File: config.mk
export PLATFORM = sky130hd
export DESIGN_NAME = nasti_demux
export DESIGN_NICKNAME = d
export VERILOG_FILES = /design/src/rtl/nasti_demux_pkg.sv /design/src/rtl/nasti_demux_decode.sv /design/src/rtl/nasti_demux.sv
export SDC_FILE = /design/constraint.sdc
export NUM_CORES = 1
export LEC_CHECK = 0
export ABC_AREA = 1
export BUFFER_PORTS_ARGS = -buffer_cell sky130_fd_sc_hd__buf_2
export CAP_MARGIN = 20
export CORE_AREA = 2 2 140 142
export DETAILED_ROUTE_END_ITERATION = 10
export DIE_AREA = 0 0 142 144
export PLACE_DENSITY_LB_ADDON = 0.25
export SETUP_SLACK_MARGIN = 0.5
export SKIP_LAST_GASP = 1
export SYNTH_ARGS = -nofsm -noshare
export SYNTH_HDL_FRONTEND = slang
export SYNTH_SLANG_ARGS = --single-unit
export TNS_END_PERCENT = 5
File: constraint.sdc
create_clock -name clk -period 1.8 [get_ports clk]
set_clock_uncertainty 0.1 [all_clocks]
set_input_delay 0.36 -clock clk [delete_from_list [all_inputs] [get_ports clk]]
set_output_delay 0.36 -clock clk [all_outputs]
set_load 0.03 [all_outputs]
File: src/rtl/nasti_demux_pkg.sv
// Shared types and constants for the NASTI address-decoding demux.
package nasti_demux_pkg;

    localparam int unsigned N_LANES = 8;

    localparam logic [1:0] RESP_OKAY   = 2'b00;
    localparam logic [1:0] RESP_DECERR = 2'b11;

    typedef logic [2:0] lane_t;

    typedef enum logic [1:0] {W_IDLE, W_DATA, W_ERR_DATA, W_ERR_RESP} w_state_t;
    typedef enum logic {R_IDLE, R_ERR} r_state_t;

endpackage

File: src/rtl/nasti_demux_decode.sv
// Address -> {hit, sel}: lowest active lane whose masked address matches its base wins.
module nasti_demux_decode
    import nasti_demux_pkg::*;
#(
    parameter int unsigned PORT_NUM   = 4,
    parameter int unsigned ADDR_WIDTH = 8,
    parameter int unsigned BASE0 = 'h00, BASE1 = 'h20, BASE2 = 'h40, BASE3 = 'h60,
    parameter int unsigned BASE4 = 'h00, BASE5 = 'h00, BASE6 = 'h00, BASE7 = 'h00,
    parameter int unsigned MASK0 = 'hE0, MASK1 = 'hE0, MASK2 = 'hE0, MASK3 = 'hE0,
    parameter int unsigned MASK4 = 'hE0, MASK5 = 'hE0, MASK6 = 'hE0, MASK7 = 'hE0
) (
    input  logic [ADDR_WIDTH-1:0] addr_i,
    output logic                  hit_o,
    output logic [2:0]            sel_o
);

    localparam logic [ADDR_WIDTH-1:0] BASES [N_LANES] = '{
        ADDR_WIDTH'(BASE0), ADDR_WIDTH'(BASE1), ADDR_WIDTH'(BASE2), ADDR_WIDTH'(BASE3),
        ADDR_WIDTH'(BASE4), ADDR_WIDTH'(BASE5), ADDR_WIDTH'(BASE6), ADDR_WIDTH'(BASE7)};
    localparam logic [ADDR_WIDTH-1:0] MASKS [N_LANES] = '{
        ADDR_WIDTH'(MASK0), ADDR_WIDTH'(MASK1), ADDR_WIDTH'(MASK2), ADDR_WIDTH'(MASK3),
        ADDR_WIDTH'(MASK4), ADDR_WIDTH'(MASK5), ADDR_WIDTH'(MASK6), ADDR_WIDTH'(MASK7)};

    always_comb begin
        hit_o = 1'b0;
        sel_o = '0;
        for (int unsigned i = 0; i < N_LANES; i++) begin
            if (!hit_o && (i < PORT_NUM) && ((addr_i & MASKS[i]) == BASES[i])) begin
                hit_o = 1'b1;
                sel_o = 3'(i);
            end
        end
    end

endmodule

File: src/rtl/nasti_demux.sv
// One NASTI slave stream fanned out to up to 8 master lanes by address; zero-latency routing.
// NASTI_DEMUX_DECERR_EN: unmapped addresses hit an internal DECERR responder (else lane 0).
module nasti_demux
    import nasti_demux_pkg::*;
#(
    parameter int unsigned PORT_NUM   = 4,
    parameter int unsigned W_MAX      = 2,
    parameter int unsigned R_MAX      = 2,
    parameter int unsigned ID_WIDTH   = 1,
    parameter int unsigned ADDR_WIDTH = 8,
    parameter int unsigned DATA_WIDTH = 8,
    parameter int unsigned USER_WIDTH = 1,
    parameter int unsigned BASE0 = 'h00, BASE1 = 'h20, BASE2 = 'h40, BASE3 = 'h60,
    parameter int unsigned BASE4 = 'h00, BASE5 = 'h00, BASE6 = 'h00, BASE7 = 'h00,
    parameter int unsigned MASK0 = 'hE0, MASK1 = 'hE0, MASK2 = 'hE0, MASK3 = 'hE0,
    parameter int unsigned MASK4 = 'hE0, MASK5 = 'hE0, MASK6 = 'hE0, MASK7 = 'hE0
) (
    input  logic                    clk,
    input  logic                    rst,
    input  logic                    s_aw_valid_i,
    output logic                    s_aw_ready_o,
    input  logic [ID_WIDTH-1:0]     s_aw_id_i,
    input  logic [ADDR_WIDTH-1:0]   s_aw_addr_i,
    input  logic [7:0]              s_aw_len_i,
    input  logic [2:0]              s_aw_size_i,
    input  logic [1:0]              s_aw_burst_i,
    input  logic [USER_WIDTH-1:0]   s_aw_user_i,
    input  logic                    s_w_valid_i,
    output logic                    s_w_ready_o,
    input  logic [DATA_WIDTH-1:0]   s_w_data_i,
    input  logic [DATA_WIDTH/8-1:0] s_w_strb_i,
    input  logic                    s_w_last_i,
    input  logic [USER_WIDTH-1:0]   s_w_user_i,
    output logic                    s_b_valid_o,
    input  logic                    s_b_ready_i,
    output logic [ID_WIDTH-1:0]     s_b_id_o,
    output logic [1:0]              s_b_resp_o,
    output logic [USER_WIDTH-1:0]   s_b_user_o,
    input  logic                    s_ar_valid_i,
    output logic                    s_ar_ready_o,
    input  logic [ID_WIDTH-1:0]     s_ar_id_i,
    input  logic [ADDR_WIDTH-1:0]   s_ar_addr_i,
    input  logic [7:0]              s_ar_len_i,
    input  logic [2:0]              s_ar_size_i,
    input  logic [1:0]              s_ar_burst_i,
    input  logic [USER_WIDTH-1:0]   s_ar_user_i,
    output logic                    s_r_valid_o,
    input  logic                    s_r_ready_i,
    output logic [ID_WIDTH-1:0]     s_r_id_o,
    output logic [DATA_WIDTH-1:0]   s_r_data_o,
    output logic [1:0]              s_r_resp_o,
    output logic                    s_r_last_o,
    output logic [USER_WIDTH-1:0]   s_r_user_o,
    output logic [7:0]              m_aw_valid_o,
    input  logic [7:0]              m_aw_ready_i,
    output logic [ID_WIDTH-1:0]     m_aw_id_o,
    output logic [ADDR_WIDTH-1:0]   m_aw_addr_o,
    output logic [7:0]              m_aw_len_o,
    output logic [2:0]              m_aw_size_o,
    output logic [1:0]              m_aw_burst_o,
    output logic [USER_WIDTH-1:0]   m_aw_user_o,
    output logic [7:0]              m_w_valid_o,
    input  logic [7:0]              m_w_ready_i,
    output logic [DATA_WIDTH-1:0]   m_w_data_o,
    output logic [DATA_WIDTH/8-1:0] m_w_strb_o,
    output logic                    m_w_last_o,
    output logic [USER_WIDTH-1:0]   m_w_user_o,
    input  logic [7:0]              m_b_valid_i,
    output logic [7:0]              m_b_ready_o,
    input  logic [8*ID_WIDTH-1:0]   m_b_id_i,
    input  logic [15:0]             m_b_resp_i,
    input  logic [8*USER_WIDTH-1:0] m_b_user_i,
    output logic [7:0]              m_ar_valid_o,
    input  logic [7:0]              m_ar_ready_i,
    output logic [ID_WIDTH-1:0]     m_ar_id_o,
    output logic [ADDR_WIDTH-1:0]   m_ar_addr_o,
    output logic [7:0]              m_ar_len_o,
    output logic [2:0]              m_ar_size_o,
    output logic [1:0]              m_ar_burst_o,
    output logic [USER_WIDTH-1:0]   m_ar_user_o,
    input  logic [7:0]              m_r_valid_i,
    output logic [7:0]              m_r_ready_o,
    input  logic [8*ID_WIDTH-1:0]   m_r_id_i,
    input  logic [8*DATA_WIDTH-1:0] m_r_data_i,
    input  logic [15:0]             m_r_resp_i,
    input  logic [7:0]              m_r_last_i,
    input  logic [8*USER_WIDTH-1:0] m_r_user_i
);

    localparam int unsigned WCW = $clog2(W_MAX + 1);
    localparam int unsigned RCW = $clog2(R_MAX + 1);

    w_state_t       w_state_q, w_state_d;
    r_state_t       r_state_q, r_state_d;
    lane_t          w_port_q, w_port_d, r_port_q, r_port_d;
    logic [WCW-1:0] w_cnt_q, w_cnt_d;
    logic [RCW-1:0] r_cnt_q, r_cnt_d;
    logic           w_inc, w_dec, r_inc, r_dec;
    logic           aw_dec_hit, ar_dec_hit, aw_hit, ar_hit, w_block, r_block;
    logic [2:0]     aw_dec_sel, ar_dec_sel;
    lane_t          aw_sel, ar_sel;

`ifdef NASTI_DEMUX_DECERR_EN
    logic [ID_WIDTH-1:0]   err_w_id_q, err_w_id_d, err_r_id_q, err_r_id_d;
    logic [USER_WIDTH-1:0] err_w_user_q, err_w_user_d;
    logic [7:0]            err_r_len_q, err_r_len_d, err_r_beat_q, err_r_beat_d;
    assign aw_hit = aw_dec_hit;
    assign ar_hit = ar_dec_hit;
`else
    assign aw_hit = 1'b1;
    assign ar_hit = 1'b1;
`endif

    nasti_demux_decode #(
        .PORT_NUM(PORT_NUM), .ADDR_WIDTH(ADDR_WIDTH),
        .BASE0(BASE0), .BASE1(BASE1), .BASE2(BASE2), .BASE3(BASE3),
        .BASE4(BASE4), .BASE5(BASE5), .BASE6(BASE6), .BASE7(BASE7),
        .MASK0(MASK0), .MASK1(MASK1), .MASK2(MASK2), .MASK3(MASK3),
        .MASK4(MASK4), .MASK5(MASK5), .MASK6(MASK6), .MASK7(MASK7)
    ) u_aw_decode (.addr_i(s_aw_addr_i), .hit_o(aw_dec_hit), .sel_o(aw_dec_sel));

    nasti_demux_decode #(
        .PORT_NUM(PORT_NUM), .ADDR_WIDTH(ADDR_WIDTH),
        .BASE0(BASE0), .BASE1(BASE1), .BASE2(BASE2), .BASE3(BASE3),
        .BASE4(BASE4), .BASE5(BASE5), .BASE6(BASE6), .BASE7(BASE7),
        .MASK0(MASK0), .MASK1(MASK1), .MASK2(MASK2), .MASK3(MASK3),
        .MASK4(MASK4), .MASK5(MASK5), .MASK6(MASK6), .MASK7(MASK7)
    ) u_ar_decode (.addr_i(s_ar_addr_i), .hit_o(ar_dec_hit), .sel_o(ar_dec_sel));

    // A miss decodes to lane 0, which is where it goes when the error responder is absent.
    assign aw_sel = aw_dec_hit ? lane_t'(aw_dec_sel) : '0;
    assign ar_sel = ar_dec_hit ? lane_t'(ar_dec_sel) : '0;

    // Ordering: new requests only to the lane already holding outstanding ones.
    assign w_block = (w_cnt_q == WCW'(W_MAX)) ||
                     ((w_cnt_q != '0) && (!aw_hit || (aw_sel != w_port_q)));
    assign r_block = (r_cnt_q == RCW'(R_MAX)) ||
                     ((r_cnt_q != '0) && (!ar_hit || (ar_sel != r_port_q)));

    assign m_aw_id_o    = s_aw_id_i;
    assign m_aw_addr_o  = s_aw_addr_i;
    assign m_aw_len_o   = s_aw_len_i;
    assign m_aw_size_o  = s_aw_size_i;
    assign m_aw_burst_o = s_aw_burst_i;
    assign m_aw_user_o  = s_aw_user_i;
    assign m_w_data_o   = s_w_data_i;
    assign m_w_strb_o   = s_w_strb_i;
    assign m_w_last_o   = s_w_last_i;
    assign m_w_user_o   = s_w_user_i;
    assign m_ar_id_o    = s_ar_id_i;
    assign m_ar_addr_o  = s_ar_addr_i;
    assign m_ar_len_o   = s_ar_len_i;
    assign m_ar_size_o  = s_ar_size_i;
    assign m_ar_burst_o = s_ar_burst_i;
    assign m_ar_user_o  = s_ar_user_i;

    // Write direction: AW/W steering, B return and error responder.
    always_comb begin
        w_state_d    = w_state_q;
        w_port_d     = w_port_q;
        w_inc        = 1'b0;
        w_dec        = 1'b0;
        s_aw_ready_o = 1'b0;
        m_aw_valid_o = '0;
        s_w_ready_o  = 1'b0;
        m_w_valid_o  = '0;
        s_b_valid_o  = 1'b0;
        m_b_ready_o  = '0;
        s_b_id_o     = m_b_id_i[int'(w_port_q)*ID_WIDTH +: ID_WIDTH];
        s_b_resp_o   = m_b_resp_i[2*int'(w_port_q) +: 2];
        s_b_user_o   = m_b_user_i[int'(w_port_q)*USER_WIDTH +: USER_WIDTH];
`ifdef NASTI_DEMUX_DECERR_EN
        err_w_id_d   = err_w_id_q;
        err_w_user_d = err_w_user_q;
`endif
        if (!rst) begin
            case (w_state_q)
                W_IDLE: begin
                    if (aw_hit && !w_block) begin
                        m_aw_valid_o[aw_sel] = s_aw_valid_i;
                        s_aw_ready_o         = m_aw_ready_i[aw_sel];
                        if (s_aw_valid_i && m_aw_ready_i[aw_sel]) begin
                            w_inc     = 1'b1;
                            w_port_d  = aw_sel;
                            w_state_d = W_DATA;
                        end
                    end
`ifdef NASTI_DEMUX_DECERR_EN
                    else if (!aw_hit && (w_cnt_q == '0)) begin
                        s_aw_ready_o = 1'b1;
                        if (s_aw_valid_i) begin
                            err_w_id_d   = s_aw_id_i;
                            err_w_user_d = s_aw_user_i;
                            w_state_d    = W_ERR_DATA;
                        end
                    end
`endif
                end
                W_DATA: begin
                    m_w_valid_o[w_port_q] = s_w_valid_i;
                    s_w_ready_o           = m_w_ready_i[w_port_q];
                    if (s_w_valid_i && m_w_ready_i[w_port_q] && s_w_last_i) w_state_d = W_IDLE;
                end
`ifdef NASTI_DEMUX_DECERR_EN
                W_ERR_DATA: begin
                    s_w_ready_o = 1'b1;
                    if (s_w_valid_i && s_w_last_i) w_state_d = W_ERR_RESP;
                end
                W_ERR_RESP: begin
                    s_b_valid_o = 1'b1;
                    s_b_id_o    = err_w_id_q;
                    s_b_resp_o  = RESP_DECERR;
                    s_b_user_o  = err_w_user_q;
                    if (s_b_ready_i) w_state_d = W_IDLE;
                end
`endif
                default: ;
            endcase
            // Error responses only occur with nothing outstanding, so this never overlaps W_ERR_RESP.
            if (w_cnt_q != '0) begin
                s_b_valid_o           = m_b_valid_i[w_port_q];
                m_b_ready_o[w_port_q] = s_b_ready_i;
                w_dec                 = m_b_valid_i[w_port_q] && s_b_ready_i;
            end
        end
    end

    // Read direction: AR steering, R return and error responder.
    always_comb begin
        r_state_d    = r_state_q;
        r_port_d     = r_port_q;
        r_inc        = 1'b0;
        r_dec        = 1'b0;
        s_ar_ready_o = 1'b0;
        m_ar_valid_o = '0;
        s_r_valid_o  = 1'b0;
        m_r_ready_o  = '0;
        s_r_id_o     = m_r_id_i[int'(r_port_q)*ID_WIDTH +: ID_WIDTH];
        s_r_data_o   = m_r_data_i[int'(r_port_q)*DATA_WIDTH +: DATA_WIDTH];
        s_r_resp_o   = m_r_resp_i[2*int'(r_port_q) +: 2];
        s_r_last_o   = m_r_last_i[r_port_q];
        s_r_user_o   = m_r_user_i[int'(r_port_q)*USER_WIDTH +: USER_WIDTH];
`ifdef NASTI_DEMUX_DECERR_EN
        err_r_id_d   = err_r_id_q;
        err_r_len_d  = err_r_len_q;
        err_r_beat_d = err_r_beat_q;
`endif
        if (!rst) begin
            case (r_state_q)
                R_IDLE: begin
                    if (ar_hit && !r_block) begin
                        m_ar_valid_o[ar_sel] = s_ar_valid_i;
                        s_ar_ready_o         = m_ar_ready_i[ar_sel];
                        if (s_ar_valid_i && m_ar_ready_i[ar_sel]) begin
                            r_inc    = 1'b1;
                            r_port_d = ar_sel;
                        end
                    end
`ifdef NASTI_DEMUX_DECERR_EN
                    else if (!ar_hit && (r_cnt_q == '0)) begin
                        s_ar_ready_o = 1'b1;
                        if (s_ar_valid_i) begin
                            err_r_id_d   = s_ar_id_i;
                            err_r_len_d  = s_ar_len_i;
                            err_r_beat_d = '0;
                            r_state_d    = R_ERR;
                        end
                    end
`endif
                end
`ifdef NASTI_DEMUX_DECERR_EN
                R_ERR: begin
                    s_r_valid_o = 1'b1;
                    s_r_id_o    = err_r_id_q;
                    s_r_data_o  = '0;
                    s_r_resp_o  = RESP_DECERR;
                    s_r_last_o  = (err_r_beat_q == err_r_len_q);
                    s_r_user_o  = '0;
                    if (s_r_ready_i) begin
                        err_r_beat_d = err_r_beat_q + 8'd1;
                        if (err_r_beat_q == err_r_len_q) r_state_d = R_IDLE;
                    end
                end
`endif
                default: ;
            endcase
            if (r_cnt_q != '0) begin
                s_r_valid_o           = m_r_valid_i[r_port_q];
                m_r_ready_o[r_port_q] = s_r_ready_i;
                r_dec = m_r_valid_i[r_port_q] && s_r_ready_i && m_r_last_i[r_port_q];
            end
        end
    end

    always_comb begin
        w_cnt_d = w_cnt_q;
        r_cnt_d = r_cnt_q;
        if (w_inc && !w_dec) w_cnt_d = w_cnt_q + WCW'(1);
        if (!w_inc && w_dec) w_cnt_d = w_cnt_q - WCW'(1);
        if (r_inc && !r_dec) r_cnt_d = r_cnt_q + RCW'(1);
        if (!r_inc && r_dec) r_cnt_d = r_cnt_q - RCW'(1);
    end

    always_ff @(posedge clk or posedge rst) begin
        if (rst) begin
            w_state_q <= W_IDLE;
            r_state_q <= R_IDLE;
            w_port_q  <= '0;
            r_port_q  <= '0;
            w_cnt_q   <= '0;
            r_cnt_q   <= '0;
`ifdef NASTI_DEMUX_DECERR_EN
            err_w_id_q   <= '0;
            err_w_user_q <= '0;
            err_r_id_q   <= '0;
            err_r_len_q  <= '0;
            err_r_beat_q <= '0;
`endif
        end else begin
            w_state_q <= w_state_d;
            r_state_q <= r_state_d;
            w_port_q  <= w_port_d;
            r_port_q  <= r_port_d;
            w_cnt_q   <= w_cnt_d;
            r_cnt_q   <= r_cnt_d;
`ifdef NASTI_DEMUX_DECERR_EN
            err_w_id_q   <= err_w_id_d;
            err_w_user_q <= err_w_user_d;
            err_r_id_q   <= err_r_id_d;
            err_r_len_q  <= err_r_len_d;
            err_r_beat_q <= err_r_beat_d;
`endif
        end
    end

endmodule
==> results.cfg <==
[flow_run]
max_cap_violations = 0

[finish]
instances_no_fill = 707
drive_gt1_frac = 0.578
area_growth_pct = 68.2
final_nets = 712
num_antenna_cells = 0
fillers = 2234
finalInstanceArea_um2 = 3270

[detailed_routing]
drt_iter0_drc = 81
wirelength_um = 8860
vias = 2463
ant_nets = 0
drc = 0
wire_per_inst_um = 12.5
drt-pass1-iter-count = 4
vias_per_cell = 3.48

[floorplanning]
die_area_um2 = 20400
die_h_um = 144
io_pins = 359
coreArea_um2 = 19100
rows = 51
initial_core_util = 0.102
die_w_um = 142

[synthesis]
yosys-top-cells-count = 77 x buf_4, 66 x nand2_1, 33 x nor2_1, 30 x nand3_1, 26 x a22oi_1
synth-seq-cells = 9
yosysTopAreaCell = buf_4
postSynth.asyncResetShare = 1.00
syn_area_um2 = 1940
yosysSeqAreaShare = 0.116
synth_edf_count = 0
synth_top_area_frac = 0.298
syn_inst = 315
synth.distinct_cells = 26
synth-warning-count = 0
synth_ff_type = dfrtp_1
synthTopCellsByArea = buf_4 30%, nand2_1 13%, dfrtp_1 12%
avgSynthCellArea_um2 = 6.16
post-synth-top-count-cell = buf_4

[timing]
finalHoldViolCount = 0
holdWs_ns = 0.213
rsz0062_at_grt = true
timing.final.crit_share = 1.14
setup_tns_ns = -6.66
max_freq_mhz = 488
fin_ws_ns = -0.251
min_period_ns = 2.05
setup_viol = 45
drv_slew = 0

[placement]
port-buffer-count = 150
place_ws_ns = -0.424
dp_cells = 698
place_hpwl_um = 7940
postPlaceCellArea_um2 = 2970
place_congestion = 0.767

[critical_path]
cp-start-kind = flip-flop
crit_path_end_kind = output pin
required_ns = 1.34
worstSetupPathType = flip-flop to output pin
path_max_fanout = 5
worstPathArrival_ns = 1.59

[outcome]
violations = setup timing
status = complete, but fails checks

[global_routing]
track_usage = 0.0817
grt_pass1_vias = 2467
grt_max_degree = 13
grt_overflow_total = 0
grt_first_pass_wirelength_um = 12900
antenna_found_initial = 0

[clocking]
h-tree-depth = 1
max-clock-path-buffers = 2
ctsRootBufferMaster = clkbuf_16
clk_latency_ns = 0.23
clock_sinks = 9
clk_transition_reported_paths_ns = 0.04
postCtsHoldBufs = 0
tritoncts = built
numCtsBuffers = 3

[pwr]
p_leak_uw = 0.00174
peakVddDrop_mv = 0.270
powerDensity_nw_per_um2 = 1460

[worst_hold_path]
hold_path.class = input pin to async pin
## worst max-delay path, stage by stage (launching register included)
cell	delay (ns)
dfrtp_1	0.40
buf_4	0.14
buf_4	0.12
nand2_1	0.06
nand2_1	0.08
o21bai_4	0.16
inv_2	0.08
nor3_2	0.10
buf_2	0.21
## layout by cell type (no fill, tap or decap), types with 5 or more instances in the layout
cell type and count:
nor2_1 26, inv_1 15, a22oi_1 25, buf_2 141, buf_6 10, nand2_1 61
dfrtp_1 6, nor3_2 6, nand3_1 27, inv_2 9, conb_1 20, buf_4 65
nor2_4 10, nand3_2 5
## flip-flops by register name, indices dropped and copies added (netlist names)
name / flops
w_cnt_q: 2
r_port_q: 2
w_state_q: 1
r_cnt_q: 2
w_port_q: 2
## cell type report
cell class                      count  area [um2]  area share
Sequential cell                     9         229      0.0701
Tap cell                          238         298      0.0912
Timing Repair Buffer              216        1310       0.400
Clock buffer                        4        78.8      0.0241
Inverter                           25        96.3      0.0295
Multi-Input combinational cell    215        1260       0.385
## logic make-up (layout without fill, tap and decap cells)
| family | Yosys count | count (layout) | synth area share |
|---|---|---|---|
| AND/OR/NAND/NOR | 153 | 153 | 0.348 |
| buffers and inverters | 110 | 245 | 0.366 |
| XOR/XNOR | 4 | 4 | 0.0180 |
| flip-flops | 9 | 9 | 0.116 |
| other | 1 | 20 | 0.00193 |
| adder cells (fa/ha/maj) | 2 | 2 | 0.0129 |
| AO/OA/AOI/OAI | 36 | 36 | 0.137 |
## routing by layer
metal / global-route usage / share of wire
met5: 0 / 0
met4: 0.0205 / 0.016
met3: 0.0202 / 0.075
met2: 0.162 / 0.53
met1: 0.0853 / 0.37
## where the power goes
group	internal (uW)	total (uW)	switching (uW)
Clock	296	393	97.3
Sequential	313	460	146
Combinational	1580	3910	2320
## stage by stage
stage	total power (uW)	util
CTS	4710	0.167
floorplan	2780	-
finish	4760	0.171
detailed placement	4030	0.156
global placement	4050	0.156
global route	5190	0.171
## final timing paths
check                               end  cells after the start         start  slack, ns
setup / recovery           s_aw_ready_o                      8   w_port_q[0]      -0.25
hold / removal             w_state_q[0]                      4           rst       0.21
setup reg to reg             w_cnt_q[1]                     10   w_port_q[0]      -0.15
hold reg to reg              w_cnt_q[1]                      1    w_cnt_q[1]       0.39
max in group asynchronous   r_port_q[0]                      4           rst       1.16
min in group clk            w_port_q[0]                      3  s_aw_valid_i       0.33
## what timing repair did
| action | in CTS | in global routing |
|---|---|---|
| pin swaps | 3 | 9 |
| buffers inserted | 4 | 1 |
| cloned | 0 | 0 |
| gates resized for setup | 31 | 18 |
| setup endpoints to repair | 51 | 51 |
No activity file was read; power rests on OpenSTA's default activity.
